## src/rtl/mc_ctrl_pkg.sv

```systemverilog
// Shared types and encodings for the multicycle control FSM: state codes,
// opcode constants and the datapath select encodings.
package mc_ctrl_pkg;

  typedef enum logic [3:0] {
    S_FETCH    = 4'd0,
    S_DECODE   = 4'd1,
    S_MEMADR   = 4'd2,
    S_MEMREAD  = 4'd3,
    S_MEMWB    = 4'd4,
    S_MEMWRITE = 4'd5,
    S_EXECR    = 4'd6,
    S_ALUWB    = 4'd7,
    S_EXECI    = 4'd8,
    S_JAL      = 4'd9,
    S_BEQ      = 4'd10,
    S_AUIPC    = 4'd11,
    S_LUI      = 4'd12,
    S_TRAP     = 4'd13,
    S_JALR     = 4'd14,
    S_JALRPC   = 4'd15
  } state_t;

  localparam logic [6:0] OP_RTYPE  = 7'b0110011;
  localparam logic [6:0] OP_ITYPE  = 7'b0010011;
  localparam logic [6:0] OP_LOAD   = 7'b0000011;
  localparam logic [6:0] OP_STORE  = 7'b0100011;
  localparam logic [6:0] OP_BRANCH = 7'b1100011;
  localparam logic [6:0] OP_JAL    = 7'b1101111;
  localparam logic [6:0] OP_JALR   = 7'b1100111;
  localparam logic [6:0] OP_AUIPC  = 7'b0010111;
  localparam logic [6:0] OP_LUI    = 7'b0110111;

  // result_src: which value is written back / forwarded
  localparam logic [1:0] RES_ALUOUT = 2'b00;
  localparam logic [1:0] RES_DATA   = 2'b01;
  localparam logic [1:0] RES_ALURES = 2'b10;
  localparam logic [1:0] RES_IMM    = 2'b11;

  localparam logic [1:0] SRCA_PC    = 2'b00;
  localparam logic [1:0] SRCA_OLDPC = 2'b01;
  localparam logic [1:0] SRCA_RS1   = 2'b10;

  localparam logic [1:0] SRCB_RS2   = 2'b00;
  localparam logic [1:0] SRCB_IMM   = 2'b01;
  localparam logic [1:0] SRCB_FOUR  = 2'b10;

  localparam logic [1:0] ALUOP_ADD   = 2'b00;
  localparam logic [1:0] ALUOP_SUB   = 2'b01;
  localparam logic [1:0] ALUOP_FUNCT = 2'b10;

endpackage

```

## src/rtl/mc_control_fsm_if.sv

```systemverilog
// Bundle of datapath enables and selects produced by the control FSM.
interface mc_control_fsm_if;
  logic       branch;
  logic       pc_update;
  logic       reg_write;
  logic       mem_write;
  logic       ir_write;
  logic       adr_src;
  logic       illegal;
  logic [1:0] result_src;
  logic [1:0] alu_src_a;
  logic [1:0] alu_src_b;
  logic [1:0] alu_op;

  modport master (
    output branch, pc_update, reg_write, mem_write, ir_write, adr_src, illegal,
    output result_src, alu_src_a, alu_src_b, alu_op
  );

  modport slave (
    input branch, pc_update, reg_write, mem_write, ir_write, adr_src, illegal,
    input result_src, alu_src_a, alu_src_b, alu_op
  );
endinterface

```

## src/rtl/mc_ctrl_outdec.sv

```systemverilog
// Combinational state-to-control decode. kill_i forces every output low so
// nothing leaks out of FETCH while reset is held.
module mc_ctrl_outdec
  import mc_ctrl_pkg::*;
(
  input  state_t                  state_i,
  input  logic                    ready_i,
  input  logic                    kill_i,
  mc_control_fsm_if.master        ctl_o
);

  always_comb begin
    ctl_o.branch     = 1'b0;
    ctl_o.pc_update  = 1'b0;
    ctl_o.reg_write  = 1'b0;
    ctl_o.mem_write  = 1'b0;
    ctl_o.ir_write   = 1'b0;
    ctl_o.adr_src    = 1'b0;
    ctl_o.illegal    = 1'b0;
    ctl_o.result_src = RES_ALUOUT;
    ctl_o.alu_src_a  = SRCA_PC;
    ctl_o.alu_src_b  = SRCB_RS2;
    ctl_o.alu_op     = ALUOP_ADD;
    if (!kill_i) begin
      case (state_i)
        S_FETCH: begin
          ctl_o.alu_src_b  = SRCB_FOUR;
          ctl_o.result_src = RES_ALURES;
          ctl_o.ir_write   = ready_i;
          ctl_o.pc_update  = ready_i;
        end
        S_DECODE: begin
          ctl_o.alu_src_a = SRCA_OLDPC;
          ctl_o.alu_src_b = SRCB_IMM;
        end
        S_MEMADR: begin
          ctl_o.alu_src_a = SRCA_RS1;
          ctl_o.alu_src_b = SRCB_IMM;
        end
        S_MEMREAD: ctl_o.adr_src = 1'b1;
        S_MEMWB: begin
          ctl_o.reg_write  = 1'b1;
          ctl_o.result_src = RES_DATA;
        end
        S_MEMWRITE: begin
          ctl_o.adr_src   = 1'b1;
          ctl_o.mem_write = 1'b1;
        end
        S_EXECR: begin
          ctl_o.alu_src_a = SRCA_RS1;
          ctl_o.alu_op    = ALUOP_FUNCT;
        end
        S_ALUWB: begin
          ctl_o.reg_write  = 1'b1;
          ctl_o.result_src = RES_ALUOUT;
        end
        S_EXECI: begin
          ctl_o.alu_src_a = SRCA_RS1;
          ctl_o.alu_src_b = SRCB_IMM;
          ctl_o.alu_op    = ALUOP_FUNCT;
        end
        S_JAL: begin
          ctl_o.pc_update = 1'b1;
          ctl_o.alu_src_a = SRCA_OLDPC;
          ctl_o.alu_src_b = SRCB_FOUR;
        end
        S_BEQ: begin
          ctl_o.branch    = 1'b1;
          ctl_o.alu_src_a = SRCA_RS1;
          ctl_o.alu_op    = ALUOP_SUB;
        end
        S_AUIPC: begin
          ctl_o.alu_src_a = SRCA_OLDPC;
          ctl_o.alu_src_b = SRCB_IMM;
        end
        S_LUI: begin
          ctl_o.reg_write  = 1'b1;
          ctl_o.result_src = RES_IMM;
        end
        S_TRAP: ctl_o.illegal = 1'b1;
        // JALR is split: link write first, then the PC redirect to rs1+imm
        S_JALR: begin
          ctl_o.alu_src_a  = SRCA_OLDPC;
          ctl_o.alu_src_b  = SRCB_FOUR;
          ctl_o.result_src = RES_ALURES;
          ctl_o.reg_write  = 1'b1;
        end
        S_JALRPC: begin
          ctl_o.alu_src_a  = SRCA_RS1;
          ctl_o.alu_src_b  = SRCB_IMM;
          ctl_o.result_src = RES_ALURES;
          ctl_o.pc_update  = 1'b1;
        end
        default: ;
      endcase
    end
  end

endmodule

```

## src/rtl/mc_control_fsm.sv

```systemverilog
// Multicycle RISC-V style control FSM: next-state logic, retired-instruction
// counter and the control decode sub-module.
module mc_control_fsm
  import mc_ctrl_pkg::*;
#(
  parameter int USE_READY = 1,
  parameter int CNT_W     = 32
) (
  input  logic             clk,
  input  logic             rst,
  input  logic [6:0]       op,
  input  logic             mem_ready,
  input  logic             trap_ack,
  output logic             branch,
  output logic             pc_update,
  output logic             reg_write,
  output logic             mem_write,
  output logic             ir_write,
  output logic             adr_src,
  output logic [1:0]       result_src,
  output logic [1:0]       alu_src_a,
  output logic [1:0]       alu_src_b,
  output logic [1:0]       alu_op,
  output logic             illegal,
  output logic [3:0]       state_o,
  output logic [CNT_W-1:0] retired
);

  state_t           state_q, state_d;
  logic [CNT_W-1:0] retired_q, retired_d;
  logic             ready;
  logic             retire;

  // mem_ready is a single-cycle completion strobe: a FETCH/MEMREAD/MEMWRITE
  // access finishes in the cycle it is seen high, and the state moves on.
  assign ready = (USE_READY != 0) ? mem_ready : 1'b1;

  always_comb begin
    state_d = state_q;
    case (state_q)
      S_FETCH:    if (ready) state_d = S_DECODE;
      S_DECODE: begin
        case (op)
          OP_RTYPE:          state_d = S_EXECR;
          OP_ITYPE:          state_d = S_EXECI;
          OP_LOAD, OP_STORE: state_d = S_MEMADR;
          OP_BRANCH:         state_d = S_BEQ;
          OP_JAL:            state_d = S_JAL;
          OP_JALR:           state_d = S_JALR;
          OP_AUIPC:          state_d = S_AUIPC;
          OP_LUI:            state_d = S_LUI;
          default:           state_d = S_TRAP;
        endcase
      end
      S_MEMADR:   state_d = op[5] ? S_MEMWRITE : S_MEMREAD;
      S_MEMREAD:  if (ready) state_d = S_MEMWB;
      S_MEMWRITE: if (ready) state_d = S_FETCH;
      S_EXECR, S_EXECI, S_JAL, S_AUIPC: state_d = S_ALUWB;
      S_JALR:     state_d = S_JALRPC;
      S_TRAP:     if (trap_ack) state_d = S_FETCH;
      S_MEMWB, S_ALUWB, S_LUI, S_BEQ, S_JALRPC: state_d = S_FETCH;
      default:    state_d = S_FETCH;
    endcase
  end

  // Every return to FETCH completes an instruction, except leaving TRAP.
  assign retire    = (state_d == S_FETCH) && (state_q != S_FETCH) && (state_q != S_TRAP);
  assign retired_d = retire ? retired_q + CNT_W'(1) : retired_q;

  always_ff @(posedge clk or posedge rst) begin
    if (rst) begin
      state_q   <= S_FETCH;
      retired_q <= '0;
    end else begin
      state_q   <= state_d;
      retired_q <= retired_d;
    end
  end

  mc_control_fsm_if ctl_if ();

  mc_ctrl_outdec u_outdec (
    .state_i (state_q),
    .ready_i (ready),
    .kill_i  (rst),
    .ctl_o   (ctl_if)
  );

  assign branch     = ctl_if.branch;
  assign pc_update  = ctl_if.pc_update;
  assign reg_write  = ctl_if.reg_write;
  assign mem_write  = ctl_if.mem_write;
  assign ir_write   = ctl_if.ir_write;
  assign adr_src    = ctl_if.adr_src;
  assign illegal    = ctl_if.illegal;
  assign result_src = ctl_if.result_src;
  assign alu_src_a  = ctl_if.alu_src_a;
  assign alu_src_b  = ctl_if.alu_src_b;
  assign alu_op     = ctl_if.alu_op;
  assign state_o    = state_q;
  assign retired    = retired_q;

endmodule

```

## config.mk

```make
export PLATFORM = sky130hd
export DESIGN_NAME = mc_control_fsm
export DESIGN_NICKNAME = d
export VERILOG_FILES = /design/src/rtl/mc_ctrl_pkg.sv /design/src/rtl/mc_control_fsm_if.sv /design/src/rtl/mc_ctrl_outdec.sv /design/src/rtl/mc_control_fsm.sv
export SDC_FILE = /design/constraint.sdc
export NUM_CORES = 1
export LEC_CHECK = 0
export BUFFER_PORTS_ARGS = -buffer_cell sky130_fd_sc_hd__buf_4
export CORE_MARGIN = 2
export CORE_UTILIZATION = 54
export CTS_BUF_LIST = sky130_fd_sc_hd__clkbuf_4
export DETAILED_ROUTE_END_ITERATION = 7
export GPL_TIMING_DRIVEN = 0
export PLACE_DENSITY = 0.78
export SYNTH_ARGS = -nofsm -noshare
export SYNTH_HDL_FRONTEND = slang
export SYNTH_SLANG_ARGS = --single-unit
```

## constraint.sdc

```tcl
create_clock -name clk -period 2.8 [get_ports clk]
set_input_delay 0.14 -clock clk [delete_from_list [all_inputs] [get_ports clk]]
set_output_delay 0.14 -clock clk [all_outputs]
set_load 0.005 [all_outputs]
```

==> summary.md, run 1 <==
| Metric | Value |
|---|---|
| Status | `finished clean` |
| Remaining global-route overflow | `0` |
| Die ar. | `~4600 um^2` |
| Antenna-violating nets left | `0` |
| Core area | `3970 um^2` |
| Routed vias | `2020` |
| Setup TNS Final | `0 ns` |
| Synthesized Nets | `approximately 270` |
| Deepest clock path buffer count | `2` |
| Final Skew | `0.0228 ns` |
| GRT Total Usage | `0.246` |
| R2R depth | `8` |
| Share of layout cells above drive strength 1 | `0.263` |
| Worst vdd ir | `approximately 0.56 mV` |
| Achievable Freq | `0.398 GHz` |
| # IOs | `between 60 and 70` |
| CP endpoint kind | `flop` |
| Hold crit path type | `in -> reg` |
| Hpwl dp | `roughly 3.8 mm` |
| Setup Viol. Count Final | `0` |
| # hold bufs at CTS | `0` |
| Nets | `330` |
| Most common cell after layout, fill and taps aside | `buf_4` |
| Worst-Margin Slew | `between 0.7 and 0.8 ns` |
| Initial core utilization | `0.556` |
| First-pass GRT wire length | `8.66 mm` |
| Synthesized area | `between 2000 and 2500 um^2` |
| CTS resizes | `0` |
| Min-delay src | `mem_ready` |
| Hold Slack | `0.195 ns` |
| Worst path required time | `3.02 ns` |
| CTS tree | `yes` |
| Drt first pass iters | `4` |
| Worst reg2reg startpoint | `state_o[2]` |
| Worst hold path endpoint | `state_o[0]` |
| Switching power | `0.931 mW` |
| Hold path depth | `3` |
| Internal | `1.16 mW` |
| PwrDens | `around 760 nW/um^2` |
| Synth Flop Type | `dfrtp_1` |
| Net Sw Frac | `0.445` |
| Crit Reg-Reg Endpoint | `retired[1]` |
| DR iter-0 viols | `110` |
| CTS Buf Count | `5` |
| #FFs+latches synth | `36` |
| Max_cap viols | `0` |
| Reg clk slew, reported paths | `0.10 ns` |
| Yosys warns | `0` |
| CTS Sinks | `36` |
| Commonest non-fill, non-tap cells in the layout | `buf_4 (59), dfrtp_1 (36), nor3_1 (27)` |
| Max_slew headroom | `0.505` |
| Layout area overhead | `25.3%` |
| Worst-path maximum fanout | `10` |
| Post-synth EDFFs | `0` |
| Post-route DRC | `0` |
| Async S/R FF share, synth | `1.00` |
| Post-route clock period utilization | `0.898` |
| Diodes inserted | `0` |
| Reg2Reg Setup Slack | `approximately 0.29 ns` |
| Total Power | `around 2.1 mW` |
| Avg Cell Area, Syn | `8.73 um^2` |
| DR vias/cell | `5.47` |
| Syn Inst Count | `253` |
| Leakage power | `~1.4 nW` |
| Startpoint Class | `flop` |
| Pin count of the biggest net entering global routing | `37` |
| Sequential share of the synthesized area | `0.408` |
| Die H | `a little under 70 um` |
| Setup bufs post-CTS | `0` |
| Routed wire per std cell | `~14 um` |
| RSZ-0062 raised after global routing | `no` |
| Combinational power share | `0.538` |
| Clock power share | `0.134` |
| Slew Viols, Final | `0` |
| Initial antenna violation count | `0` |
| Die X | `between 60 and 70 um` |
| Detailed Route WL | `between 5 and 6 mm` |
| Clk root buf | `clkbuf_4` |
| PortBufs | `between 50 and 60` |
| Period minus WS final | `between 2 and 3 ns` |
| Number of library cell types mapped by synthesis | `43` |
| Critical path type | `reg -> reg` |
| Max H-tree Level | `2` |
| Fillers | `approximately 340` |
| Row cnt | `23` |
| Hold Vio Cnt, Final | `0` |
| Sequential share of power | `0.328` |
| GP Congestion | `just over 0.9` |
| Clk_lat worst skew | `~0.34 ns` |
| Arrival time worst endpoint | `~2.7 ns` |
| Vias in the first global route | `about 1900` |
[cell type report]
type	count	area, um^2	share of cell area
tap	50	62.6	0.0226
inverter	15	56.3	0.0204
timing repair buffer	59	443	0.160
clock buffer	7	52.6	0.0190
sequential	36	901	0.326
multi-input combinational	189	1190	0.430
buffer	12	57.6	0.0208
clock inverter	1	3.75	0.00136
[worst max-delay path by stage]
stage	endpoint	slack, ns	startpoint
2_1_floorplan	retired[1]	0.62	state_o[0]
3_3_place_gp	retired[1]	0.24	state_o[0]
3_5_place_dp	retired[1]	0.20	state_o[0]
4_1_cts	retired[14]	0.20	state_o[0]
5_1_grt	retired[28]	0.07	state_o[2]
6_report	retired[1]	0.29	state_o[2]
[sequential cells by signal (all words and copies together) (netlist names)]
| register | flops |
|---|---|
| retired | 32 |
| state_o | 4 |
[power by group through the flow]
stage	clock (mW)	combinational [mW]	sequential, mW
2_1_floorplan	0	0.757	0.668
3_3_place_gp	0	1.11	0.675
3_5_place_dp	0	1.14	0.677
4_1_cts	0.284	1.14	0.668
5_1_grt	0.309	1.26	0.700
6_report	0.281	1.12	0.685
[synthesized netlist by cell type, types with 3 or more instances]
cell type / number / area [um^2]
a21oi_1: 15 / 75.1
nand2_1: 25 / 93.8
xnor2_1: 9 / 78.8
inv_1: 14 / 52.6
buf_2: 3 / 15.0
nand4_1: 4 / 25.0
nor2_1: 23 / 86.3
dfrtp_1: 36 / 901
nand3_1: 12 / 60.1
o21ai_0: 8 / 40.0
nor2b_1: 3 / 18.8
xor2_1: 24 / 210
nor3_1: 27 / 135
nand2b_1: 6 / 37.5
a31oi_1: 3 / 18.8
clkbuf_1: 7 / 26.3
nor4_4: 3 / 63.8
[critical path, stage by stage (launching register included)]
cell and delay (ns):
dfrtp_1 0.39, buf_2 0.18, nor2_1 0.26, nand2_1 0.17, nor4b_1 0.42, a2111oi_2 0.11, o2111ai_2 0.18, buf_2 0.33
mux2_2 0.37
[per-layer routing]
layer | share of wire | global-route usage | wire length (um) | vias up
met4 | 0.010 | 0.0650 | 54 | 0
met1 | 0.47 | 0.346 | 2430 | 960
met2 | 0.48 | 0.390 | 2480 | 56
met3 | 0.046 | 0.0477 | 240 | 7
met5 | 0 | 0 | 0 | -
li1 | - | - | - | 997
[kinds of logic after synthesis]
logic type	count (synthesis)	share of synthesized area
XOR/XNOR	33	0.131
multiplexers	2	0.00963
flip-flops	36	0.408
AND/OR/NAND/NOR	120	0.296
buffers and inverters	28	0.0533
AO/OA/AOI/OAI	33	0.0963
adder cells (fa/ha/maj)	1	0.00566
[per-stage QoR]
step                cells  worst slack, ns  utilization  area (um^2)
CTS                   370            0.201        0.698         2770
global route          369           0.0655        0.697         2770
finish                369            0.285        0.697         2770
floorplan             253            0.622            -         2210
detailed placement    362            0.196        0.683         2710
global placement      362            0.235        0.683         2710
No activity file was read; power rests on OpenSTA's default activity.
==> inputs of run 2 (changes only) <==
- clock period: 2.8 -> 2.5 ns (I/O delays scaled with it)
==> run 2 against run 1 <==
- sequential power grew 12%
- global-route usage about the same
- clock-buffer cell count is the same
- core utilization up 1.9 points
- setup slack got worse by 0.12 ns
- combinational power increased by 23%
- total power is 18% higher
==> summary.md, run 2 (synthesized netlist as in run 1, its figures left out) <==
| Metric | Value |
|---|---|
| Row cnt | `23` |
| Commonest non-fill, non-tap cells in the layout | `buf_4 (61), dfrtp_1 (35), nand2_1 (24), nor3_1 (24), xor2_1 (24)` |
| Critical path's largest stage delay | `0.49 ns` |
| Clk root buf | `clkbuf_4` |
| Die H | `approximately 68 um` |
| # hold bufs at CTS | `0` |
| Pin count of the biggest net entering global routing | `37` |
| Startpoint Class | `flop` |
| First-pass GRT wire length | `8.67 mm` |
| Worst path required time | `2.75 ns` |
| Clk_lat worst skew | `~0.34 ns` |
| Diodes inserted | `0` |
| CTS Sinks | `36` |
| Post-route DRC | `0` |
| Drt first pass iters | `4` |
| Cell chain of the critical path | `nor2b_1 -> nand2_2 -> a21oi_1 -> a2111oi_4 -> o2111ai_4 -> buf_6 -> nor4_4 -> xor2_1` |
| Reg clk slew, reported paths | `0.10 ns` |
| Most common cell after layout, fill and taps aside | `buf_4` |
| Vias in the first global route | `1860` |
| Hold Vio Cnt, Final | `0` |
| Leakage power | `between 1 and 1.5 nW` |
| Max stage delay cell, worst path | `dfrtp_2` |
| Worst setup margin | `between 0.15 and 0.2 ns` |
| Max H-tree Level | `2` |
| GP Congestion | `around 0.9` |
| # IOs | `62` |
| Remaining global-route overflow | `0` |
| Worst vdd ir | `between 0.6 and 0.7 mV` |
| Final Util | `0.716` |
| Routed wire per std cell | `approximately 14 um` |
| Achievable Freq | `roughly 0.43 GHz` |
| PwrDens | `867 nW/um^2` |
| Post-route clock period utilization | `0.933` |
| Max_cap viols | `0` |
| Arrival time worst endpoint | `2.58 ns` |
| Deepest clock path buffer count | `2` |
| Hold Slack | `approximately 0.18 ns` |
| Status | `finished clean` |
| Finished Layout Cells | `between 300 and 400` |
| Buf/Inv on CP | `1` |
| Max_slew headroom | `0.515` |
| PortBufs | `59` |
| CTS Buf Count | `5` |
| Nets | `between 300 and 400` |
| Final Skew | `between 0.02 and 0.025 ns` |
| Largest register FFs | `32` |
| DP Area | `~2700 um^2` |
| Largest delay contributor family on the critical path | `compound AO/OA/AOI/OAI gates` |
| Die X | `a little under 70 um` |
| Slew Viols, Final | `0` |
| Initial antenna violation count | `0` |
| Routed vias | `a little over 2000` |
| Worst-path maximum fanout | `10` |
| Hold crit path type | `in -> reg` |
| GRT Total Usage | `0.246` |
| CTS tree | `yes` |
| CP endpoint kind | `flop` |
| Hpwl dp | `about 3.8 mm` |
| Layout area overhead | `28.7%` |
| Detailed Route WL | `between 5 and 6 mm` |
| Cell area after layout | `between 2000 and 3000 um^2` |
| Share of layout cells above drive strength 1 | `0.300` |
| Critical path type | `reg -> reg` |
| DP Worst Slack | `-0.104 ns` |
| DR vias/cell | `about 5.5` |
| Period minus WS final | `around 2.3 ns` |
| Antenna-violating nets left | `0` |
| Setup Viol. Count Final | `0` |
| Core area | `around 4000 um^2` |
| Initial core utilization | `0.556` |
| Cells after DPL | `between 300 and 400` |
| Worst-Margin Slew | `0.726 ns` |
| DR iter-0 viols | `approximately 130` |
| Die ar. | `around 4600 um^2` |
## run 2: cell types whose count changed in the layout (fill, tap and decap cells not counted), moves of 2 or more
cell,previous run,this run
buf_4,59,61
clkbuf_2,1,3
nor3_1,27,24
nor3_2,0,3
buf_2,3,1
clkbuf_1,6,4
## run 2: what timing repair did
action | 4_1_cts | 5_1_grt
endpoints found under the setup margin | 20 | 31
buffers inserted | 1 | 0
gates resized for setup | 2 | 15
pin swaps | 2 | 2
## run 2: cell type report
class	instances	area (um^2)
clock buffer	7	52.6
fill	332	1130
timing repair buffer	60	450
sequential	36	902
multi-input combinational	189	1250
inverter	15	56.3
buffer	12	65.1
clock inverter	1	3.75
tap	50	62.6
## run 2: worst paths after layout
kind	from	endpoint	slack (ns)	cells after the start
max in group asynchronous	rst	state_o[0]	1.73	3
worst min register to register	retired[22]	retired[22]	0.50	1
min in group asynchronous	rst	retired[26]	0.25	3
worst min-delay path	mem_ready	state_o[0]	0.18	3
worst max-delay path	state_o[0]	retired[11]	0.17	8
worst max register to register	state_o[0]	retired[11]	0.17	8
## run 2: through the flow
step           TNS, ns  total power [mW]
3_5_place_dp    -0.741              2.03
2_1_floorplan        0              1.60
5_1_grt        -0.0247              2.68
6_report             0              2.46
3_3_place_gp   -0.0758              2.00
4_1_cts              0              2.38
## run 2: power by group
| part | switching (mW) | internal [mW] |
|---|---|---|
| clock network | 0.186 | 0.130 |
| logic | 0.798 | 0.581 |
| registers | 0.107 | 0.662 |
## run 2: per-layer routing
layer,routed length [um],share of wire,vias to the layer above,global-route usage
li1,-,-,1004,-
met1,2340,0.45,972,0.349
met2,2590,0.49,57,0.392
met3,265,0.051,6,0.0444
met4,40,0.0076,0,0.0600
met5,0,0,-,0
## run 2: worst reg2reg max path: cells and delay by family (launching register included)
kind,cells,cell delay [ns]
AO/OA/AOI/OAI,3,0.79
AND/OR/NAND/NOR,3,0.56
flip-flops,1,0.49
buffers and inverters,1,0.22
XOR/XNOR,1,0.20
==> inputs of run 3 (changes only) <==
--- a/config.mk
+++ b/config.mk
@@ -13,2 +13,3 @@
 export GPL_TIMING_DRIVEN = 0
+export HOLD_SLACK_MARGIN = 0.06
 export PLACE_DENSITY = 0.78
@@ -16,2 +17,3 @@
 export SYNTH_HDL_FRONTEND = slang
+export SYNTH_HIERARCHICAL = 1
 export SYNTH_SLANG_ARGS = --single-unit
==> constraint.sdc (replaced) <==
create_clock -name clk -period 2.5 [get_ports clk]
set_input_delay 0.25 -clock clk [delete_from_list [all_inputs] [get_ports clk]]
set_output_delay 0.25 -clock clk [all_outputs]
set_load 0.005 [all_outputs]
==> run 3 against run 2 <==
- total power down 10%
- critical path depth down 3
- sequential share of layout area about the same
- sequential power increased by 5.5%
- final cell count fell by 3.0%
- setup slack gained 0.21 ns
- final area is 0.22% lower
- global-route usage fell by 0.91 points
- combinational power is 22% lower
- die area rose by 2.2%
- via count increased by 1.8%
- maximum frequency rose by 9.8%
==> summary.md, run 3 <==
| Metric | Value |
|---|---|
| Status | `finished clean` |
| Worst path required time | `2.74 ns` |
| Worst-path maximum fanout | `12` |
| DP Worst Slack | `slightly above 0.4 ns` |
| Max_cap viols | `0` |
| Period minus WS final | `between 2 and 2.5 ns` |
| Mux share of post-synthesis cell area | `0.00941` |
| Post-synthesis simple-gate area fraction | `0.293` |
| Post-route DRC | `0` |
| Row cnt | `23` |
| Leading area contributor after synthesis | `dfrtp_1` |
| Pin count of the biggest net entering global routing | `37` |
| Worst-Margin Slew | `between 0.7 and 0.8 ns` |
| Yosys warns | `6` |
| Main combinational cell family by area after synthesis | `simple AND/OR/NAND/NOR gates` |
| Final Util | `0.709` |
| Arrival time worst endpoint | `2.36 ns` |
| #FFs+latches synth | `36` |
| Deepest clock path buffer count | `2` |
| DR vias/cell | `roughly 5.8` |
| Setup TNS Final | `0 ns` |
| Synth Flop Type | `dfrtp_1` |
| Detailed Route WL | `5.16 mm` |
| Clk_lat worst skew | `0.36 ns` |
| Reg clk slew, reported paths | `~0.12 ns` |
| CTS Sinks | `36` |
| Routed vias | `about 2100` |
| Max H-tree Level | `2` |
| PwrDens | `roughly 780 nW/um^2` |
| Most common cell after layout, fill and taps aside | `buf_4` |
| DR iter-0 viols | `between 100 and 150` |
| Top area cells in the synthesized netlist | `dfrtp_1 (40%), xnor2_1 (7.4%), xor2_1 (6.2%)` |
| Reg2Reg Setup Slack | `roughly 0.38 ns` |
| Layout area overhead | `25.5%` |
| CTS resizes | `0` |
| Most frequent cell after synthesis | `dfrtp_1` |
| Post-synth EDFFs | `0` |
| Hold crit path type | `in -> async` |
| Hold Slack | `between 0.02 and 0.03 ns` |
| Slew Viols, Final | `0` |
| Hold Vio Cnt, Final | `0` |
| Synthesized area | `around 2300 um^2` |
| Worst vdd ir | `about 0.34 mV` |
| First-pass GRT wire length | `about 8.4 mm` |
| Post-route clock period utilization | `0.849` |
| Commonest cells post-synth | `dfrtp_1 (36), nand2_1 (21), xnor2_1 (19)` |
| Drt first pass iters | `4` |
| GRT Total Usage | `0.237` |
| Syn Inst Count | `240` |
| Worst setup margin | `0.376 ns` |
| # hold bufs at CTS | `0` |
| Total Power | `2.21 mW` |
| Commonest non-fill, non-tap cells in the layout | `buf_4 (63), dfrtp_1 (36), nand2_1 (21)` |
| Sequential share of the synthesized area | `0.399` |
| Compound-Gate Fraction of Synth Area | `0.127` |
| CTS Buf Count | `5` |
| Antenna-violating nets left | `0` |
| Adder-Cell Fraction of Synth Area | `0.00554` |
| Clk root buf | `clkbuf_4` |
| Hpwl dp | `slightly below 4 mm` |
| Setup bufs post-CTS | `0` |
| PortBufs | `61` |
| Number of library cell types mapped by synthesis | `between 40 and 50` |
| Leakage power | `between 1 and 1.5 nW` |
| CP endpoint kind | `flop` |
| Routed wire per std cell | `14.4 um` |
| Setup Viol. Count Final | `0` |
| Initial core utilization | `0.565` |
| Avg Cell Area, Syn | `between 9 and 10 um^2` |
| Share of layout cells above drive strength 1 | `0.282` |
| Max_slew headroom | `0.514` |
| Core area | `between 4000 and 5000 um^2` |
| Die ar. | `about 4700 um^2` |
| Nets | `320` |
| Critical path type | `reg -> reg` |
| Largest register FFs | `32` |
| Diodes inserted | `0` |
| Die X | `68.7 um` |
| Final Skew | `~0.013 ns` |
| Async S/R FF share, synth | `1.00` |
| Die H | `about 69 um` |
| Achievable Freq | `around 0.47 GHz` |
| Startpoint Class | `flop` |
| GP Congestion | `slightly below 0.9` |
| Vias in the first global route | `around 1800` |
| Synthesized Nets | `between 200 and 300` |
| # IOs | `62` |
| Remaining global-route overflow | `0` |
| CTS tree | `yes` |
| RSZ-0062 raised after global routing | `no` |
| Initial antenna violation count | `0` |
| Post-synthesis xor/xnor area fraction | `0.136` |
| Area share of the largest cell type after synthesis | `0.399` |
==> run 3: logic make-up (layout without fill, tap and decap cells) <==
kind of cell             after synthesis  count (layout)
AND/OR/NAND/NOR                      115             115
AO/OA/AOI/OAI                         38              38
flip-flops                            36              36
XOR/XNOR                              35              35
buffers and inverters                 13              82
multiplexers                           2               2
adder cells (fa/ha/maj)                1               1
==> run 3: path summary, 6_finish.rpt <==
kind	start	end	cells past startpoint
setup reg to reg	state_o[0]	retired[30]	5
min in group clk	op[2]	state_o[3]	3
max in group asynchronous	rst	state_o[0]	2
hold reg to reg	retired[31]	retired[31]	1
setup / recovery	state_o[0]	retired[30]	5
hold / removal	rst	retired[6]	2
==> run 3: power by group <==
group | leakage, nW | switching, mW | internal (mW)
clock | 0.0293 | 0.202 | 0.118
combinational | 0.812 | 0.571 | 0.504
sequential | 0.475 | 0.149 | 0.663
total | 1.32 | 0.922 | 1.28
==> run 3: metrics by stage <==
stage,cell area (um^2),instances
final,2840,359
after global routing,2840,359
after CTS,2840,359
after detailed placement,2780,351
after global placement,2780,351
after floorplan,2260,240
==> run 3: area by class of cell <==
class	instances	area [um^2]
Inverter	3	11.3
Timing Repair Buffer	61	458
Sequential cell	36	901
Tap cell	50	62.6
Multi-Input combinational cell	191	1290
Clock buffer	6	45.0
Buffer	10	58.8
Fill cell	325	1160
Clock inverter	2	11.3
==> run 3: worst max-delay path, cell delays in order (launching register included) <==
cell and delay (ns):
dfrtp_1 0.51, nor2b_2 0.29, nand3_2 0.21, a2111oi_4 0.65
nand4_1 0.19, xnor2_1 0.16
==> run 3: metal layers <==
layer  track usage  vias to the layer above  part of all wire
li1              -                     1000                 -
met1         0.301                      994              0.44
met2         0.392                       71              0.49
met3        0.0568                       10             0.063
met4        0.0907                        0             0.014
met5             0                        -                 0
